<file path="src/rtl/pipelined_prefix_adder.sv">
// Pipelined Kogge-Stone adder/subtractor; carry-in folded in as an extra prefix column, tag carried alongside.
// Latency: NRANK = 1 + ceil(clog2(WIDTH)/PIPE_EVERY) edges from accept to out_valid (4 for 32/2).
// Backpressure: full ranks stall in place, empty ranks keep filling; in_ready is combinational from out_ready.
module pipelined_prefix_adder #(
  parameter int WIDTH      = 32,
  parameter int PIPE_EVERY = 2,
  parameter int TAG_W      = 4
) (
  input  logic             clk,
  input  logic             rst,
  input  logic             in_valid,
  output logic             in_ready,
  input  logic [WIDTH-1:0] in_a,
  input  logic [WIDTH-1:0] in_b,
  input  logic             in_cin,
  input  logic             in_sub,
  input  logic [TAG_W-1:0] in_tag,
  output logic             out_valid,
  input  logic             out_ready,
  output logic [WIDTH-1:0] out_sum,
  output logic             out_cout,
  output logic             out_vout,
  output logic             out_zero,
  output logic [TAG_W-1:0] out_tag
);

  localparam int STAGES = $clog2(WIDTH);
  localparam int NRANK  = 1 + (STAGES + PIPE_EVERY - 1) / PIPE_EVERY;

  // Column 0 is the carry-in (pure generate, propagate 0); column j+1 is operand bit j.
  logic [STAGES:1][WIDTH:0] lg;
  logic [STAGES:1][WIDTH:0] lp;

  logic [NRANK-1:0] v;
  logic [NRANK-1:0] adv;

  logic [WIDTH-1:0] b_eff;
  logic             cin_eff;

  assign b_eff   = in_sub ? ~in_b : in_b;
  assign cin_eff = in_sub | in_cin;

  // A rank may load when it or anything downstream of it has a free slot, or the output drains.
  for (genvar r = 0; r < NRANK; r++) begin : g_adv
    assign adv[r] = out_ready | ~(&v[NRANK-1:r]);
  end

  assign in_ready  = adv[0];
  assign out_valid = v[NRANK-1];

  // Valid bits shift forward wherever a rank advances; stalled ranks keep theirs.
  always_ff @(posedge clk or posedge rst) begin
    if (rst) v <= '0;
    else     v <= (v & ~adv) | ({v[NRANK-2:0], in_valid} & adv);
  end

  // Ranks 0..NRANK-2 hold partial prefix state, raw propagate bits for the final xor, and the tag.
  for (genvar r = 0; r < NRANK - 1; r++) begin : g_rk
    logic [WIDTH:0]   g, p, g_nx, p_nx;
    logic [WIDTH-1:0] praw, praw_nx;
    logic [TAG_W-1:0] tag, tag_nx;
    logic             load;

    if (r == 0) begin : g_in
      assign g_nx    = {in_a & b_eff, cin_eff};
      assign p_nx    = {in_a ^ b_eff, 1'b0};
      assign praw_nx = in_a ^ b_eff;
      assign tag_nx  = in_tag;
      assign load    = adv[0] & in_valid;
    end else begin : g_mid
      assign g_nx    = lg[r*PIPE_EVERY];
      assign p_nx    = lp[r*PIPE_EVERY];
      assign praw_nx = g_rk[r-1].praw;
      assign tag_nx  = g_rk[r-1].tag;
      assign load    = adv[r] & v[r-1];
    end

    // Capture only when a real operation moves in, so stalled contents stay bit-exact.
    always_ff @(posedge clk or posedge rst) begin
      if (rst) begin
        g    <= '0;
        p    <= '0;
        praw <= '0;
        tag  <= '0;
      end else if (load) begin
        g    <= g_nx;
        p    <= p_nx;
        praw <= praw_nx;
        tag  <= tag_nx;
      end
    end
  end

  // Kogge-Stone levels; the first level after each rank boundary reads that rank's registers.
  for (genvar l = 1; l <= STAGES; l++) begin : g_lvl
    logic [WIDTH:0] ig, ip;

    if ((l - 1) % PIPE_EVERY == 0) begin : g_src_reg
      assign ig = g_rk[(l-1)/PIPE_EVERY].g;
      assign ip = g_rk[(l-1)/PIPE_EVERY].p;
    end else begin : g_src_comb
      assign ig = lg[l-1];
      assign ip = lp[l-1];
    end

    for (genvar j = 0; j <= WIDTH; j++) begin : g_col
      if (j >= (1 << (l - 1))) begin : g_merge
        assign lg[l][j] = ig[j] | (ip[j] & ig[j-(1<<(l-1))]);
        assign lp[l][j] = ip[j] & ip[j-(1<<(l-1))];
      end else begin : g_pass
        assign lg[l][j] = ig[j];
        assign lp[l][j] = ip[j];
      end
    end
  end

  // With a power-of-two WIDTH the top column's span stops one short of the carry-in column;
  // folding the carry-in once more closes it and is a no-op for columns already resolved.
  logic [WIDTH:0]   carry;
  logic [WIDTH-1:0] sum_nx;

  assign carry  = lg[STAGES] | (lp[STAGES] & {(WIDTH+1){lg[STAGES][0]}});
  assign sum_nx = g_rk[NRANK-2].praw ^ carry[WIDTH-1:0];

  // Final rank: resolved sum and flags; held while the consumer stalls.
  always_ff @(posedge clk or posedge rst) begin
    if (rst) begin
      out_sum  <= '0;
      out_cout <= 1'b0;
      out_vout <= 1'b0;
      out_zero <= 1'b0;
      out_tag  <= '0;
    end else if (adv[NRANK-1] && v[NRANK-2]) begin
      out_sum  <= sum_nx;
      out_cout <= carry[WIDTH];
      out_vout <= carry[WIDTH] ^ carry[WIDTH-1];
      out_zero <= ~|sum_nx;
      out_tag  <= g_rk[NRANK-2].tag;
    end
  end

endmodule
</file>
<file path="config.mk">
export PLATFORM = sky130hd
export DESIGN_NAME = pipelined_prefix_adder
export DESIGN_NICKNAME = d
export VERILOG_FILES = /design/src/rtl/pipelined_prefix_adder.sv
export SDC_FILE = /design/constraint.sdc
export NUM_CORES = 1
export LEC_CHECK = 0
export CAP_MARGIN = 20
export CORE_UTILIZATION = 55
export DETAILED_ROUTE_END_ITERATION = 10
export PLACE_DENSITY = 0.85
export SLEW_MARGIN = 20
export SYNTH_ARGS = -nofsm -noshare
export SYNTH_HDL_FRONTEND = slang
export SYNTH_SLANG_ARGS = --single-unit
</file>
<file path="constraint.sdc">
create_clock -name clk -period 28.7 [get_ports clk]
set_input_delay 5.74 -clock clk [delete_from_list [all_inputs] [get_ports clk]]
set_output_delay 5.74 -clock clk [all_outputs]
set_load 0.03 [all_outputs]
</file>
# Word-level counts from Yosys, hierarchy flattened
# Index checks and enable logic that the tools add are counted.
# totals
output_inout_bits	41
reg_bits	296
inputBits	74
wordCells	418
# classes
n_bitwise	394
n_reduce_logical	6
mux	1
# ops
cell	n
AND 1 bit	240
OR 1 bit	139
bitwise XOR 32 bit	2
AND 33 bit	1
OR 33 bit	1
AND 32 bit	1
two-way mux 32 bit	1
inverter 32 bit	1
OR reduction 32 bit	1
AND 4 bit	2
inverter 1 bit	4
inverter 4 bit	1
OR 4 bit	1
AND reduction 4 bit	1
AND reduction 3 bit	1
AND reduction 2 bit	1
logical AND 1 bit	1
logical NOT 1 bit	1
bitwise XOR 1 bit	1

# Longest topological paths before layout
# depth
word_depth	6
ltp_mapped	7
mapped_depth_nobuf	5

# Worst setup path before layout
# No wires, ideal clock.
# synth_timing
kind	input to output
from	in out_ready
to	out in_ready
setup_slack_ns	16.717
t_arrival_ns	6.243
required_ns	22.960
stages	2
path_buffers	0
cell_sequence	nand4b_1 -> or2_4
# synth_via
elab_chain_cells	1
# synth_lines
item	line	source
start: declaration	19	input logic out_ready,
OR 1 bit	45	assign adv[r] = out_ready | ~(&v[NRANK-1:r]);
end: declaration	12	output logic in_ready,
# Every way passes these cells.

# Worst setup path in the final report
# Ends and elaborated chain as after synthesis.

==> results.toml <==
[timing]
rsz0062_at_grt = "false"
finalMaxSlewViolations = 0
finalSetupViolCount = 0
period_minus_slack_ns = 13.12
relSlewSlack = 0.363
worstMarginPinSlew_ns = 0.956
fmax_ghz = 0.0762
fin_crit_sh = 0.457
fin_skew_ns = 0.0124
tns_ns = 0
finalHoldViolations = 0
layout_setup_ws_ns = 15.58

[clock_network]
clkSlewWorstSetupHoldPaths_ns = 0.06
clockBufferDepth = 3
cts_num_sinks = 296
hold_buffers = 0
cts_htree_levels = 1
postCtsSetupRepairBufs = 0
root_buffer = "clkbuf_16"
cts_resized = 0
cts_tree = "yes"
clock_latency_ns = 0.54
numCtsBuffers = 29

[logic_synthesis]
netlist_instances = 1098
synth.net_count = 1204
yosysWarningCount = 0
yosysSeqAreaShare = 0.566
syn_area_um2 = 13100
synth.area.top_cells = "dfrtp_1 57%, mux2_2 9.0%, mux2_1 5.9%"
synth_top_cell_area_share = 0.566
synth-seq-cells = 296
synth_top_area_cell = "dfrtp_1"
yosysUniqueCellTypes = 31
syn_avg_cell_area_um2 = 11.9

[critical_path]
path_cells = "clkdlybuf4s50_1, nand4b_1, or2_4, clkdlybuf4s50_1"
critPathRequiredTime_ns = 22.96
crit_path_end_kind = "output port"
crit_top_cell = "clkdlybuf4s50_1"
crit_path_top_delay_cell = "clkdlybuf4s50_1"
arrival_ns = 7.38
crit_path_start_kind = "input port"
reg2reg_depth = 4
slowest_delay_ns = 0.60
path_class = "in2out"
crit_fanout = 3

[routing]
num_vias = 8675
wl_mm = 27.7
vias_per_cell = 5.68
avgRoutedWirePerCell_um = 18.2
drc = 0
postRouteAntennaNets = 0
first_pass_iters = 5
initialDrtViolationCount = 684

[floorplanning]
die_height_um = 156
start_util = 0.559
dieWidth_um = 156
num_rows = 56
core_um2 = 23400
fp.dieArea_um2 = 24400
ios = 115

[min_path]
hold_depth = 2
worstHoldPathType = "reg2reg"

[grt]
track_usage = 0.237
grt_pass1_wl_mm = 45.2
antenna_found_initial = 0
grt_pass1_vias = 8683
grt_max_degree = 134
overflow = 0

[pwr]
switching_power_mw = 0.508
peakVddDrop_uv = 44.0
p_per_area_nw_per_um2 = 96.5
p_comb_frac = 0.285
sw_frac_of_total = 0.345
p_int_mw = 0.966
p_leak_nw = 6.88
power_frac_clock = 0.248
pwr-share-seq = 0.467

[finish]
fillCellCount = 1790
drive_gt1_frac = 0.130
area_delta_synth_final_pct = 16.8
fin_nets = 1292
antennaDiodeCount = 0

[job]
drv_cap = 0

[placement]
dpl.hpwl_mm = 19.6
finalWeightedCongestion = 0.843
port-buffer-count = 114
post-place-ws_ns = 15.58

[status]
outcome = "completed"
[final cells by class]
| cell class | count | area, µm² | area share |
|---|---|---|---|
| clock inverters | 8 | 93.8 | 0.00615 |
| repair buffers | 118 | 1170 | 0.0766 |
| flip-flops and latches | 296 | 7410 | 0.485 |
| inverters | 3 | 18.8 | 0.00123 |
| clock buffers | 44 | 822 | 0.0538 |
| multi-input cells | 738 | 5360 | 0.351 |
| well taps | 319 | 399 | 0.0261 |
[per-layer routing]
metal  up-vias  routed length (µm)  global-route usage
li1       4068                   -                   -
met1      4316               12700               0.342
met2       248               13100               0.382
met3        43                1450              0.0275
met4         0                 509              0.0612
met5         -                   0                   0
[cell usage in the layout, fill, tap and decap left out, types with 35 or more instances in the layout]
cell,n
mux2_2,104
a21o_1,60
mux2_1,68
a21oi_1,68
xor2_1,48
o21ai_0,117
clkdlybuf4s50_1,113
dfrtp_1,296
nand2_1,138
nand4_1,35
[per-stage QoR]
step	cell area (µm²)	util	hold slack (ns)	std cells	power, mW
detailed placement	14300	0.613	0.469	1474	1.11
global route	15300	0.653	0.493	1526	1.55
finish	15300	0.653	0.475	1526	1.47
CTS	15300	0.652	0.483	1526	1.48
floorplan	13100	-	0.440	1098	0.936
global placement	14300	0.613	0.461	1474	1.09
[critical path, delay by kind of cell]
family	cells	cell delay [ns]
and+or+nand+nor	2	0.61
buffers and inverters	2	1.03
[synth_stat cells (all sizes together)]
| master | count |
|---|---|
| ha | 32 |
| a21oi | 68 |
| xor2 | 48 |
| or2 | 1 |
| nor4 | 2 |
| nand3 | 3 |
| o21ai | 118 |
| dfrtp | 296 |
| nor2 | 9 |
| a21o | 60 |
| nand4b | 1 |
| a31o | 1 |
| clkbuf | 29 |
| nor3 | 1 |
| buf | 32 |
| o31ai | 17 |
| mux2 | 172 |
| a31oi | 1 |
| xnor2 | 17 |
| nor2b | 4 |
| nand4 | 35 |
| nand3b | 1 |
| and2 | 1 |
| inv | 3 |
| nand2 | 142 |
| nand2b | 4 |
[sequential cells by signal (all words and copies together), names as in the netlist, named ones only]
signal and cells:
g_rk.praw 96, out_tag 4, out_cout 1, out_sum 32, out_vout 1, g_lvl.ip 46
out_zero 1, g_lvl.ig 99, g_rk.tag 12
[cells by family (layout without fill, tap and decap cells)]
family                   after synthesis  count (layout)  share of synthesized area
AND/OR/NAND/NOR                      204             204                     0.0694
XOR/XNOR                              65              65                     0.0435
multiplexers                         172             172                      0.148
AO/OA/AOI/OAI                        265             265                      0.117
buffers and inverters                 64             173                     0.0255
flip-flops                           296             296                      0.566
adder cells (fa/ha/maj)               32              32                     0.0306
[path summary, 6_finish.rpt]
| path | slack [ns] | start | endpoint |
|---|---|---|---|
| worst max-delay path | 15.58 | out_ready | in_ready |
| worst min-delay path | 0.47 | out_sum[19] | out_sum[19] |
| worst max register to register | 26.12 | flop | g_lvl[3].ig[14] |
| worst min register to register | 0.47 | out_sum[19] | out_sum[19] |
| max in group asynchronous | 21.36 | rst | out_sum[30] |
| min in group asynchronous | 5.79 | rst | out_tag[1] |
[power by group through the flow]
stage          combinational [mW]  sequential, mW  clock, mW
5_1_grt                     0.460           0.703      0.387
6_report                    0.421           0.688      0.366
3_5_place_dp                0.419           0.691          0
2_1_floorplan               0.248           0.688          0
3_3_place_gp                0.403           0.683          0
4_1_cts                     0.423           0.685      0.369
(Power assumes the default switching activity.)
